==> config.mk <==
export PLATFORM = sky130hd
export DESIGN_NAME = fp32_divider_seq
export DESIGN_NICKNAME = d
export VERILOG_FILES = /design/src/rtl/fp32_pkg.sv /design/src/rtl/mant_div_step.sv /design/src/rtl/fp32_divider_seq.sv
export SDC_FILE = /design/constraint.sdc
export NUM_CORES = 1
export LEC_CHECK = 0
export ABC_AREA = 0
export CAP_MARGIN = 20
export CELL_PAD_IN_SITES_DETAIL_PLACEMENT = 2
export CELL_PAD_IN_SITES_GLOBAL_PLACEMENT = 2
export CORE_ASPECT_RATIO = 0.7
export CORE_MARGIN = 3
export CORE_UTILIZATION = 37
export CTS_CLUSTER_DIAMETER = 40
export DETAILED_ROUTE_END_ITERATION = 6
export PLACE_DENSITY = 0.84
export SLEW_MARGIN = 20
export SYNTH_ARGS = -nofsm -noshare
export SYNTH_HDL_FRONTEND = slang
export SYNTH_SLANG_ARGS = --single-unit
export TNS_END_PERCENT = 30
==> constraint.sdc <==
create_clock -name clk -period 6.6 [get_ports clk]
set_clock_uncertainty 0.2 [all_clocks]
set_input_delay 0.66 -clock clk [delete_from_list [all_inputs] [get_ports clk]]
set_output_delay 0.66 -clock clk [all_outputs]
set_load 0.02 [all_outputs]
==> src/rtl/fp32_pkg.sv <==
// fp32_pkg: shared constants and types for the sequential FP32 divider.
//   - IEEE-754 single field widths, exponent bias and saturation limit
//   - quotient/remainder/mantissa widths of the restoring divider
//   - canonical quiet NaN and +Inf encodings
//   - controller state enum
package fp32_pkg;

    localparam int EXP_W  = 8;
    localparam int FRAC_W = 23;
    localparam int MANT_W = FRAC_W + 1;    // mantissa with hidden one
    localparam int REM_W  = MANT_W + 1;    // remainder needs one headroom bit
    localparam int QUOT_W = 27;            // 1 integer + 23 frac + guard + 2 extra
    localparam int BIAS   = 127;
    localparam int EXP_MAX = 255;

    localparam logic [31:0] QNAN    = 32'h7FC00000;
    localparam logic [31:0] POS_INF = 32'h7F800000;

    typedef enum logic [2:0] {
        IDLE   = 3'd0,
        PREP   = 3'd1,
        DIVIDE = 3'd2,
        NORM   = 3'd3,
        DONE   = 3'd4
    } state_e;

endpackage

==> src/rtl/mant_div_step.sv <==
// mant_div_step: one restoring-division iteration (combinational).
//   rem_i : current partial remainder
//   div_i : divisor mantissa (zero-extended)
//   rem_o : next partial remainder, already shifted left for the next bit
//   q_o   : quotient bit produced by this iteration
module mant_div_step
    import fp32_pkg::*;
(
    input  logic [REM_W-1:0] rem_i,
    input  logic [REM_W-1:0] div_i,
    output logic [REM_W-1:0] rem_o,
    output logic             q_o
);

    logic [REM_W:0]   diff;
    logic [REM_W-1:0] kept;

    always_comb begin
        diff  = {1'b0, rem_i} - {1'b0, div_i};
        // No borrow means the divisor fits: emit a one and keep the difference.
        q_o   = ~diff[REM_W];
        kept  = q_o ? diff[REM_W-1:0] : rem_i;
        // kept < divisor < 2^24, so the shift never loses a set bit.
        rem_o = kept << 1;
    end

endmodule

==> src/rtl/fp32_divider_seq.sv <==
// fp32_divider_seq: multi-cycle IEEE-754 single-precision divider.
//   clk     : clock, all state updates on rising edge
//   rst     : synchronous active-high reset, aborts any operation
//   start   : request, sampled only in IDLE
//   number1 : dividend, captured on the accepted start
//   number2 : divisor, captured on the accepted start
//   busy    : high from the edge after an accepted start through the DONE cycle
//   done    : one-cycle pulse when result holds the new quotient
//   result  : quotient, held until the next result write
//   state_o : current controller state, for observation only
//
// Handshake: a request is taken when start=1 while busy=0 (IDLE); start is
// ignored at all other times. done=1 marks the single cycle in which result
// is newly valid; busy is also high in that cycle and drops the cycle after.
//
// Flush-to-zero: denormal inputs read as signed zero, tiny results become
// signed zero. Rounding is round-to-nearest, ties-to-even.
module fp32_divider_seq
    import fp32_pkg::*;
(
    input  logic        clk,
    input  logic        rst,
    input  logic        start,
    input  logic [31:0] number1,
    input  logic [31:0] number2,
    output logic        busy,
    output logic        done,
    output logic [31:0] result,
    output state_e      state_o
);

    state_e state_q, state_d;

    logic [31:0]        a_q, b_q;          // captured operands
    logic               sign_q;
    logic signed [9:0]  exp_q;             // biased quotient exponent, signed
    logic [REM_W-1:0]   rem_q, div_q;
    logic [QUOT_W-1:0]  quo_q;
    logic [4:0]         cnt_q;
    logic               spec_q;            // special result staged in PREP
    logic [31:0]        spec_res_q;
    logic [31:0]        result_q;

    // ---------------- operand decode (from captured operands) ----------------
    logic [EXP_W-1:0]  ea, eb;
    logic [FRAC_W-1:0] fa, fb;
    logic              a_zero, b_zero, a_inf, b_inf, a_nan, b_nan;
    logic              sign_p, is_special;
    logic [31:0]       special_res;
    logic signed [9:0] exp_p;

    always_comb begin
        ea     = a_q[30:23];
        eb     = b_q[30:23];
        fa     = a_q[22:0];
        fb     = b_q[22:0];
        sign_p = a_q[31] ^ b_q[31];
        // Exponent field zero covers both true zero and denormals.
        a_zero = (ea == '0);
        b_zero = (eb == '0);
        a_inf  = (ea == '1) && (fa == '0);
        b_inf  = (eb == '1) && (fb == '0);
        a_nan  = (ea == '1) && (fa != '0);
        b_nan  = (eb == '1) && (fb != '0);
        exp_p  = $signed({2'b00, ea}) - $signed({2'b00, eb}) + 10'sd127;

        is_special  = 1'b1;
        special_res = QNAN;
        if (a_nan || b_nan || (a_zero && b_zero) || (a_inf && b_inf)) begin
            special_res = QNAN;
        end else if (a_inf || b_zero) begin
            special_res = {sign_p, POS_INF[30:0]};
        end else if (a_zero || b_inf) begin
            special_res = {sign_p, 31'h0};
        end else begin
            is_special = 1'b0;
        end
    end

    // ---------------- divider iteration ----------------
    logic [REM_W-1:0] step_rem;
    logic             step_q;

    mant_div_step u_step (
        .rem_i (rem_q),
        .div_i (div_q),
        .rem_o (step_rem),
        .q_o   (step_q)
    );

    // ---------------- normalise and round ----------------
    logic [FRAC_W-1:0] frac_t;
    logic [FRAC_W:0]   frac_r;
    logic              guard, sticky, round_up;
    logic signed [9:0] exp_t;
    logic [31:0]       norm_res;

    always_comb begin
        if (quo_q[QUOT_W-1]) begin
            frac_t = quo_q[25:3];
            guard  = quo_q[2];
            sticky = quo_q[1] | quo_q[0] | (|rem_q);
            exp_t  = exp_q;
        end else begin
            // Quotient in [0.5,1): leading one sits one place lower.
            frac_t = quo_q[24:2];
            guard  = quo_q[1];
            sticky = quo_q[0] | (|rem_q);
            exp_t  = exp_q - 10'sd1;
        end
        round_up = guard & (sticky | frac_t[0]);
        frac_r   = {1'b0, frac_t} + {{FRAC_W{1'b0}}, round_up};
        // Carry out of the fraction means mantissa 2.0: fraction wraps to 0.
        if (frac_r[FRAC_W]) begin
            exp_t = exp_t + 10'sd1;
        end
        if (exp_t >= 10'sd255) begin
            norm_res = {sign_q, POS_INF[30:0]};
        end else if (exp_t <= 10'sd0) begin
            norm_res = {sign_q, 31'h0};
        end else begin
            norm_res = {sign_q, exp_t[EXP_W-1:0], frac_r[FRAC_W-1:0]};
        end
    end

    // ---------------- controller ----------------
    always_comb begin
        state_d = state_q;
        unique case (state_q)
            IDLE:   if (start) state_d = PREP;
            PREP: begin
                // Special results spend one extra PREP cycle so the result
                // write comes from the staged register.
                if (spec_q)          state_d = DONE;
                else if (!is_special) state_d = DIVIDE;
            end
            DIVIDE: if (cnt_q == 5'(QUOT_W - 1)) state_d = NORM;
            NORM:   state_d = DONE;
            DONE:   state_d = IDLE;
            default: state_d = IDLE;
        endcase
    end

    always_ff @(posedge clk) begin
        if (rst) begin
            state_q <= IDLE;
        end else begin
            state_q <= state_d;
        end
    end

    // ---------------- datapath registers ----------------
    always_ff @(posedge clk) begin
        if (rst) begin
            a_q        <= '0;
            b_q        <= '0;
            sign_q     <= 1'b0;
            exp_q      <= '0;
            rem_q      <= '0;
            div_q      <= '0;
            quo_q      <= '0;
            cnt_q      <= '0;
            spec_q     <= 1'b0;
            spec_res_q <= '0;
            result_q   <= '0;
        end else begin
            unique case (state_q)
                IDLE: begin
                    if (start) begin
                        a_q <= number1;
                        b_q <= number2;
                    end
                end
                PREP: begin
                    sign_q <= sign_p;
                    exp_q  <= exp_p;
                    rem_q  <= {2'b01, fa};
                    div_q  <= {2'b01, fb};
                    quo_q  <= '0;
                    cnt_q  <= '0;
                    if (spec_q) begin
                        result_q <= spec_res_q;
                        spec_q   <= 1'b0;
                    end else begin
                        spec_q     <= is_special;
                        spec_res_q <= special_res;
                    end
                end
                DIVIDE: begin
                    rem_q <= step_rem;
                    quo_q <= {quo_q[QUOT_W-2:0], step_q};
                    cnt_q <= cnt_q + 5'd1;
                end
                NORM: begin
                    result_q <= norm_res;
                end
                default: ;
            endcase
        end
    end

    assign busy    = (state_q != IDLE);
    assign done    = (state_q == DONE);
    assign result  = result_q;
    assign state_o = state_q;

endmodule

Word-level counts from Yosys, hierarchy flattened. Index checks and enable logic that the tools add are counted.

Logic and storage cells: 91. Flip-flop bits (word level): 224.

Muxes and demuxes: 25. Reduce and logical (&&, ||, !) cells: 26. Order comparisons: 2. Equal/unequal tests: 11. Bitwise operators: 8. Add/subtract/negate cells: 7.

Operator list (number): 2-to-1 mux 32 bit (4); case mux 32 bit (2 select lines) (1); 2-to-1 mux 31 bit (2); case mux 27 bit (2 select lines) (1); case mux 25 bit (2 select lines) (1); logical NOT 23 bit (2); nonzero test 23 bit (2); subtractor 25 x 24 -> 26 bit (1); OR reduction 25 bit (1); adder 23 x 1 -> 24 bit (1); 2-to-1 mux 24 bit (1); 2-to-1 mux 23 bit (1); 2-to-1 mux 10 bit (2); == test 8 bit (second input constant) (2); logical NOT 8 bit (2); 2-to-1 mux 3 bit (4); case mux 3 bit (4 select lines) (1); adder 10 x 2 -> 10 bit (second input constant) (1); adder 9 x 8 -> 10 bit (second input constant) (1); greater-or-equal comparator 10 x 9 -> 1 bit (second input constant) (1); <= comparator 10 x 1 -> 1 bit (second input constant) (1); case mux 5 bit (2 select lines) (1); subtractor 10 x 2 -> 10 bit (second input constant) (1); subtractor 8 x 8 -> 9 bit (1); 19 further kinds (43).

Logic depth before layout (Yosys ltp). Gate-level depths: netlist of run 1.

Word-level depth: 11. Depth in mapped cells: 16.

Modules after synthesis. From an unflattened synthesis of run 1, not the netlist that was laid out.

Cells, all modules: 1467. Area, all modules: 11314.6 sq um.

By module, submodules not included: fp32_divider_seq (instances 1, area each 9541.7 sq um, cells an instance 1205, seq. area each 3903.7 sq um); mant_div_step (instances 1, area each 1773.0 sq um, cells an instance 262, seq. area each 0.0 sq um).

Worst setup path before layout of run 1. Ideal clock, no wire load.

Path kind: reg-to-reg. Start: reg quo_q[26]. End: reg result_q[22], in the netlist result[22]. Setup time: 79 ps. Stages on the path, launching flop included: 17. Arrival time: 3822 ps. Slack: 2498 ps. Clock period less this slack: 4102 ps. Required time: 6321 ps. Path buffers: 5. Cells stage by stage: dfxtp_1 -> buf_6 -> buf_2 -> clkbuf_1 -> clkbuf_1 -> clkbuf_1 -> mux2_2 -> ha_1 -> nand3_1 -> nor2_1 -> and3_1 -> nand3_1 -> nor4_1 -> nand2_1 -> o21ai_0 -> or3b_1 -> a211oi_2.

Cells in the longest elaborated chain, start to end: 9. Elaborated cells between the ends (all ways): 14. Classes of those cells: add/sub (2); order compare (2); mux (8); bitwise (2).

Ends and longest elaborated chain: start, declared (line fp32_divider_seq.sv:38) `logic [QUOT_W-1:0] quo_q;`; start signal, assigned (line fp32_divider_seq.sv:191) `quo_q <= {quo_q[QUOT_W-2:0], step_q};`; 2-to-1 mux 1 bit or 2-to-1 mux 23 bit (tied branches) (line fp32_divider_seq.sv:99) `if (quo_q[QUOT_W-1]) begin`; OR 1 bit (line fp32_divider_seq.sv:111) `round_up = guard & (sticky | frac_t[0]);`; AND 1 bit (line fp32_divider_seq.sv:111); adder 23 x 1 -> 24 bit (line fp32_divider_seq.sv:112) `frac_r = {1'b0, frac_t} + {{FRAC_W{1'b0}}, round_up};`; 2-to-1 mux 10 bit (line fp32_divider_seq.sv:114) `if (frac_r[FRAC_W]) begin`; <= comparator 10 x 1 -> 1 bit (line fp32_divider_seq.sv:119) `end else if (exp_t <= 10'sd0) begin`; 2-to-1 mux 31 bit (line fp32_divider_seq.sv:119); 2-to-1 mux 31 bit * (line fp32_divider_seq.sv:117) `if (exp_t >= 10'sd255) begin`; case mux 32 bit (2 select lines) * (line fp32_divider_seq.sv:167) `unique case (state_q)`; end signal, assigned (line fp32_divider_seq.sv:182) `result_q <= spec_res_q;`; end signal, assigned (line fp32_divider_seq.sv:195) `result_q <= norm_res;`; end, declared (line fp32_divider_seq.sv:42) `logic [31:0] result_q;`.

Mark *: on every way between the ends. The rest lies on a longest branch, timed or not. A chain may end at the register's enable or synchronous reset.

Worst setup path in the final report of run 1.
Start: reg quo_q[26]. End: reg result_q[12], in the netlist result[12].

The elaborated chain is that of the path after synthesis.

==> key figures, run 1 <==
Status
  • Outcome: finished, final reports clean

Timing
  • Minimum clock period: 4.996 ns
  • Final Hold Viols: 0
  • Final worst slack: 1.604 ns
  • Slew @ Worst Pin: about 1.1 ns
  • Setup TNS after final layout: 0 ns
  • RSZ-0062 raised after global routing: false
  • Fin. max-slew vios: 0
  • Final period utilization: 0.7570
  • Number of setup violations in the final report: 0
  • Max-slew headroom: 0.2729
  • Max Freq: around 0.2 GHz

Layout
  • Most common cell after layout, fill and taps aside: nand2_1
  • Area grow syn2layout: 16.75%
  • Diodes inserted: 0
  • Most frequent cells in the layout: 270 x nand2_1, 194 x dfxtp_1, 149 x a21oi_1
  • Fin area: 12570 sq um
  • Nets@finish: 1547
  • Share of post-route cells with drive strength above 1: 0.04686

Synthesis
  • Sequential-to-total area share from yosys stat: 0.3625
  • Synth async-reset ratio: 0
  • Mapped cell area: 10770 sq um
  • Number of synthesized flops with an enable pin: 0
  • Syn_nets: roughly 1500
  • Number of synthesized register bits: 195
  • Yosys warnings: 0
  • Cell count after synthesis: 1398
  • Synth Area per Inst: approximately 7.7 sq um
  • Ys flop type: dfxtp_1
  • Synth unique cells: 69

Critical path
  • WP data required: ~6.8 ns
  • Slowest cell on the critical path: dfxtp_2
  • CP cell instances: mux2i_1 > nor4b_4 > nand4_1 > o32ai_1 > o21ai_0 > a311oi_2 > nand4_1 > nor2_1 > a32o_1
  • Crit path buf inv count: 0
  • Cell mode on critical path: nand4_1
  • Worst stage delay on the critical path: 1.05 ns
  • Reg2Reg Launch Point: quo_q[26]
  • CP Data Arrival Time: 5.19 ns
  • Reg-to-reg slack, setup: between 1.5 and 2 ns
  • CP Class: reg -> reg
  • Critical Path Start Type: flip-flop
  • R2R depth: 9
  • FF-to-FF End: result[12]
  • CP delay by family, top: simple AND/OR/NAND/NOR gates
  • Critical path capture point type: flip-flop
  • Crit-path max FO: 51

Power
  • Combinational share of power: 0.363
  • Pwr Density: 299.2 nW/um^2
  • P_int: approximately 2.3 mW
  • Worst VDD drop: 143.0 uV
  • Clock Power Share: 0.279
  • Sequential share of power: 0.359
  • Leakage: 4.475 nW
  • Psw: 1.434 mW
  • Net Sw Frac: 0.3813

Floorplan
  • Core area: 28200 sq um
  • Initial Utilization: 0.3818
  • DIE HEIGHT: roughly 150 microns
  • I/O pin cnt: 104
  • Die area: 31220 sq um
  • Die Wd: between 200 and 250 microns
  • Row cnt: 51

Routing
  • DRC Markers: 0
  • Vias per cell: ~5.8
  • Routed len/inst: 21.55 microns
  • Initial DRT Pass Iterations: 5
  • Antenna Nets Post-Route: 0
  • Vias post-DR: around 10000
  • Total wire length: a little under 40000 microns
  • Drt initial violations: 604

Global route
  • Grt met3 use: 0.04120
  • Largest net degree at the start of global routing: 88
  • GR Layer Usage met2: 0.4084
  • First-pass GRT wire length: between 60000 and 70000 microns
  • Total grt overflow: 0
  • Grt peak-use layer: met2
  • Vias in the first global route: 11140
  • Initial antenna violation count: 0
  • Met1 Use GR: 0.3588
  • Total track usage: 0.2516

Placed design
  • Post-Place Setup Slack: 1.836 ns
  • Cell Area, Placed: 12000 sq um
  • Post-DP HPWL: 28150 microns
  • Gpl congestion: slightly below 0.9
  • IO Port Bufs: 103

Worst hold path
  • Hold Path Stages: 2
  • WHS Endpoint: result[16]
  • Worst min path class: reg -> reg
  • Hold Crit Start: result[16]

CTS
  • CTS tree: yes
  • CTS resizes: 0
  • Clock-pin slew on the worst setup and hold paths: roughly 0.07 ns
  • Cts bufs inserted: 17
  • H-Tree Depth: 4
  • Setup bufs post-CTS: 0
  • Max clock buf depth: 2
  • CTS sink cnt: 195
  • Clock Tree Root: clkbuf_16
  • Post-CTS Hold Buffers: 0
  • Clk Latency, worst-skew pair: 0.46 ns

Job
  • Max_cap viols: 0
[worst min-delay path, delay by kind of cell (launching register included)]
kind | cells | cell delay (ns)
AO/OA/AOI/OAI | 1 | 0.05
flip-flops | 1 | 0.31
AND/OR/NAND/NOR | 1 | 0.05
[cell type report]
type                            count  area (sq um)
Clock inverter                      9         107.6
Tap cell                          371         464.2
Fill cell                        3195         15630
Multi-Input combinational cell   1057          6325
Inverter                           56         210.2
Clock buffer                       21         450.4
Timing Repair Buffer              113          1111
Sequential cell                   195          3905
[state kept, by name, indices dropped and copies added (netlist names), 3 cells and up]
| register | flops |
|---|---|
| spec_res_q | 3 |
| result | 32 |
| rem_q | 25 |
| state_o | 3 |
| quo_q | 27 |
| cnt_q | 5 |
| a_q | 32 |
| b_q | 32 |
| exp_q | 10 |
| div_q | 24 |
[routing by layer]
layer	routed length, microns	vias up
li1	-	5029
met1	19670	5334
met2	18260	106
met3	1025	22
met4	314	0
met5	0	-
[power by group through the flow]
stage | sequential, mW | combinational, mW | clock [mW]
global route | 1.36 | 1.51 | 1.12
floorplan | 1.33 | 0.973 | 0
CTS | 1.35 | 1.35 | 1.07
finish | 1.35 | 1.36 | 1.05
global placement | 1.37 | 1.28 | 0
detailed placement | 1.37 | 1.33 | 0
[through the flow]
step,power (mW),hold slack [ns],instances,util
final,3.762,0.2552,1822,0.4458
after global routing,3.984,0.2728,1822,0.4458
after CTS,3.764,0.2584,1821,0.4451
after detailed placement,2.703,0.2479,1791,0.4253
after global placement,2.648,0.2334,1791,0.4253
after floorplan,2.305,0.2353,1398,-
[logic make-up after synthesis]
kind of cell | after synthesis | synth area share
and+or+nand+nor | 546 | 0.2353
AOI/OAI and AO/OA | 394 | 0.2342
DFF | 195 | 0.3625
buffers and inverters | 146 | 0.05228
xor gates and xnor gates | 54 | 0.04589
adders and majority gates | 40 | 0.04787
muxes | 23 | 0.02196
[synth_stat cells (all sizes together) (10+ instances only)]
master	n	area, sq um
nand2	272	1021
dfxtp	195	3904
a21oi	149	745.7
nor2	96	360.4
clkbuf	81	305.3
inv	56	210.2
o21ai	51	255.3
ha	38	475.5
a211oi	29	227.7
a22oi	29	217.7
nor3	29	145.1
xnor2	29	254.0
nand3	25	125.1
xor2	24	217.7
nor4	23	150.1
nand4	20	125.1
mux2i	18	180.2
a21o	16	120.1
o21a	14	105.1
o22ai	14	87.58
a31oi	13	81.33
a22o	12	105.1
and3	12	75.07
nor2b	11	68.82
o211ai	10	80.07
[worst max path at each step]
stage | startpoint | to | slack, ns | cells after the start
2_1_floorplan | quo_q[26] | result[22] | 2.50 | 16
3_3_place_gp | quo_q[26] | result[8] | 2.10 | 9
3_5_place_dp | quo_q[26] | result[7] | 1.84 | 9
4_1_cts | quo_q[26] | result[12] | 1.74 | 9
5_1_grt | quo_q[26] | result[12] | 1.20 | 9
6_report | quo_q[26] | result[12] | 1.60 | 9
No activity file was read; power rests on OpenSTA's default activity.
==> run 2, diff against run 1 <==
--- a/config.mk
+++ b/config.mk
@@ -11,10 +11,10 @@
 export CELL_PAD_IN_SITES_GLOBAL_PLACEMENT = 2
 export CORE_ASPECT_RATIO = 0.7
 export CORE_MARGIN = 3
-export CORE_UTILIZATION = 37
+export CORE_UTILIZATION = 31
 export CTS_CLUSTER_DIAMETER = 40
 export DETAILED_ROUTE_END_ITERATION = 6
-export PLACE_DENSITY = 0.84
+export PLACE_DENSITY = 0.75
 export SLEW_MARGIN = 20
 export SYNTH_ARGS = -nofsm -noshare
 export SYNTH_HDL_FRONTEND = slang
==> constraint.sdc (replaced) <==
create_clock -name clk -period 4.2 [get_ports clk]
set_clock_uncertainty 0.2 [all_clocks]
set_input_delay 0.42 -clock clk [delete_from_list [all_inputs] [get_ports clk]]
set_output_delay 0.42 -clock clk [all_outputs]
set_load 0.02 [all_outputs]
==> key figures, run 2 (synthesis gave the netlist of run 1 again) <==
Status
  • Outcome: finished, final reports clean (unchanged)

Global route
  • First-pass GRT wire length: 62120 microns (was 62740 microns)
  • Initial antenna violation count: 0 (unchanged)
  • Vias in the first global route: 11090 (was 11140)
  • Largest net degree at the start of global routing: 146 (was 88)
  • Total track usage: 0.2100 (was 0.2516)
  • Total grt overflow: 0 (unchanged)

Power
  • Worst VDD drop: 292.9 uV (was 143.0 uV)
  • Leakage: 4.591 nW (was 4.475 nW)
  • Pwr Density: 465.3 nW/um^2 (was 299.2 nW/um^2)

Critical path
  • WP data required: 4.37 ns (was 6.79 ns)
  • CP Data Arrival Time: 4.15 ns (was 5.19 ns)
  • Reg2Reg Launch Point: exp_q[1] (was quo_q[26])
  • Reg-to-reg slack, setup: 0.22 ns (was 1.60 ns)
  • FF-to-FF End: result[22] (was result[12])
  • R2R depth: 11 (was 9)
  • Crit-path max FO: 9 (was 51)
  • Critical path capture point type: flip-flop (unchanged)
  • CP Class: reg -> reg (unchanged)
  • Critical Path Start Type: flip-flop (unchanged)

Timing
  • Max-slew headroom: 0.4794 (was 0.2729)
  • Setup TNS after final layout: 0 ns (unchanged)
  • Final period utilization: 0.9474 (was 0.7570)
  • Slew @ Worst Pin: 0.7809 ns (was 1.091 ns)
  • Hold Slack: 0.1844 ns (was 0.2552 ns)
  • Final Hold Viols: 0 (unchanged)
  • RSZ-0062 raised after global routing: false (unchanged)
  • Minimum clock period: 3.979 ns (was 4.996 ns)
  • Fin. max-slew vios: 0 (unchanged)
  • Number of setup violations in the final report: 0 (unchanged)
  • Max Freq: 0.2513 GHz (was 0.2002 GHz)

Placed design
  • IO Port Bufs: 103 (unchanged)
  • Post-DP HPWL: 29010 microns (was 28150 microns)
  • Gpl congestion: 0.8312 (was 0.8828)
  • Cell Area, Placed: 12300 sq um (was 12000 sq um)
  • Cell count after placement: 1903 (was 1791)

CTS
  • H-Tree Depth: 4 (unchanged)
  • CTS tree: yes (unchanged)
  • Clock-pin slew on the worst setup and hold paths: 0.07 ns (about the same)
  • CTS sink cnt: 195 (unchanged)
  • Clk Latency, worst-skew pair: 0.45 ns (was 0.46 ns)
  • Clock Tree Root: clkbuf_16 (unchanged)
  • Max clock buf depth: 2 (unchanged)
  • Cts bufs inserted: 17 (unchanged)
  • Setup bufs post-CTS: 0 (unchanged)

Routing
  • Drt initial violations: 690 (was 604)
  • DRC Markers: 0 (unchanged)
  • Total wire length: 38970 microns (was 39270 microns)
  • Routed len/inst: 20.14 microns (was 21.55 microns)
  • Vias post-DR: 10630 (was 10490)
  • Vias per cell: 5.493 (was 5.758)
  • Initial DRT Pass Iterations: 6 (was 5)
  • Antenna Nets Post-Route: 0 (unchanged)

Layout
  • Filler cells: 3887 (was 3195)
  • Diodes inserted: 0 (unchanged)
  • Nets@finish: 1565 (was 1547)
  • Final Util: 0.3816 (was 0.4458)
  • Area grow syn2layout: 19.91% (was 16.75%)
  • Most common cell after layout, fill and taps aside: nand2_1 (unchanged)
  • Fin area: 12910 sq um (was 12570 sq um)
  • Share of post-route cells with drive strength above 1: 0.06458 (was 0.04686)
  • Fin cells: 1935 (was 1822)
  • Most frequent cells in the layout: 270 x nand2_1, 192 x dfxtp_1, 149 x a21oi_1 (was 270 x nand2_1, 194 x dfxtp_1, 149 x a21oi_1)

Floorplan
  • DIE HEIGHT: 161.9 microns (was 148.7 microns)
  • Core area: 33840 sq um (was 28200 sq um)
  • Row cnt: 56 (was 51)
  • I/O pin cnt: 104 (unchanged)
  • Initial Utilization: 0.3182 (was 0.3818)
  • Die Wd: 228.8 microns (was 209.9 microns)
  • Die area: 37050 sq um (was 31220 sq um)

Worst hold path
  • Hold Path Stages: 2 (unchanged)
  • Hold Crit Start: rst (was result[16])
  • WHS Endpoint: result[31] (was result[16])
  • Worst min path class: in -> reg (was reg -> reg)

Job
  • Max_cap viols: 0 (unchanged)
-- run 2: changes by cell type in the layout (fill, tap and decap cells not counted), moves of 2 or more --
cell      before  now
clkinv_2       3    1
buf_12         0    3
nor4_2         1    3
nor4_1        22   20
dfxtp_1      194  192
buf_4         10   26
clkinv_4       1    3
-- run 2: final cells by class --
cell class	instances	area (sq um)	share of cell area
Clock buffer	22	464.2	0.03595
Tap cell	464	580.6	0.04496
Clock inverter	10	123.9	0.009592
Multi-Input combinational cell	1057	6349	0.4916
Sequential cell	195	3910	0.3028
Timing Repair Buffer	131	1276	0.09883
Inverter	56	210.2	0.01628
-- run 2: power breakdown --
group          leakage [nW]  internal, mW  switching (mW)
sequential             1.59          1.97           0.151
clock                 0.281         0.916           0.771
combinational          2.72         0.849            1.35
total                  4.59          3.73            2.28
-- run 2: per-layer routing --
metal	up-vias	global-route usage	part of all wire
li1	5077	-	-
met1	5426	0.2931	0.50
met2	102	0.3430	0.46
met3	24	0.03699	0.027
met4	0	0.04188	0.013
met5	-	0	0
-- run 2: worst max path at each step --
stage                     startpoint         end  slack (ns)  depth (start not counted)
final                       exp_q[1]  result[22]        0.22                         11
after global routing        exp_q[1]  result[22]        0.05                         11
after CTS                  quo_q[26]  result[21]        0.09                         11
after detailed placement    exp_q[0]  result[21]        0.15                         12
after global placement      exp_q[0]  result[22]        0.43                         11
after floorplan            quo_q[26]  result[22]         0.1                         16
-- run 2: through the flow --
step                total power [mW]  setup slack (ns)
floorplan                      3.622           0.09836
global placement               4.240            0.4260
detailed placement             4.318            0.1488
CTS                            6.026           0.08510
global route                   6.377           0.04927
finish                         6.008            0.2208
-- run 2: repair_timing --
item,in CTS,in global routing
resized for setup,0,8
setup endpoints to repair,0,27
hold buffers,0,0
hold endpoints to repair,0,0
-- run 2: worst max-delay path, cell delays in order, from the launching register on --
cell and delay (ns):
dfxtp_2 0.37, inv_1 0.09, ha_1 0.29, or4b_4 0.53
a211oi_2 0.33, o211ai_2 0.20, nor4b_4 0.41, xnor2_1 0.13
a311oi_2 0.43, nand4_1 0.27, or3b_1 0.46, a211oi_2 0.18
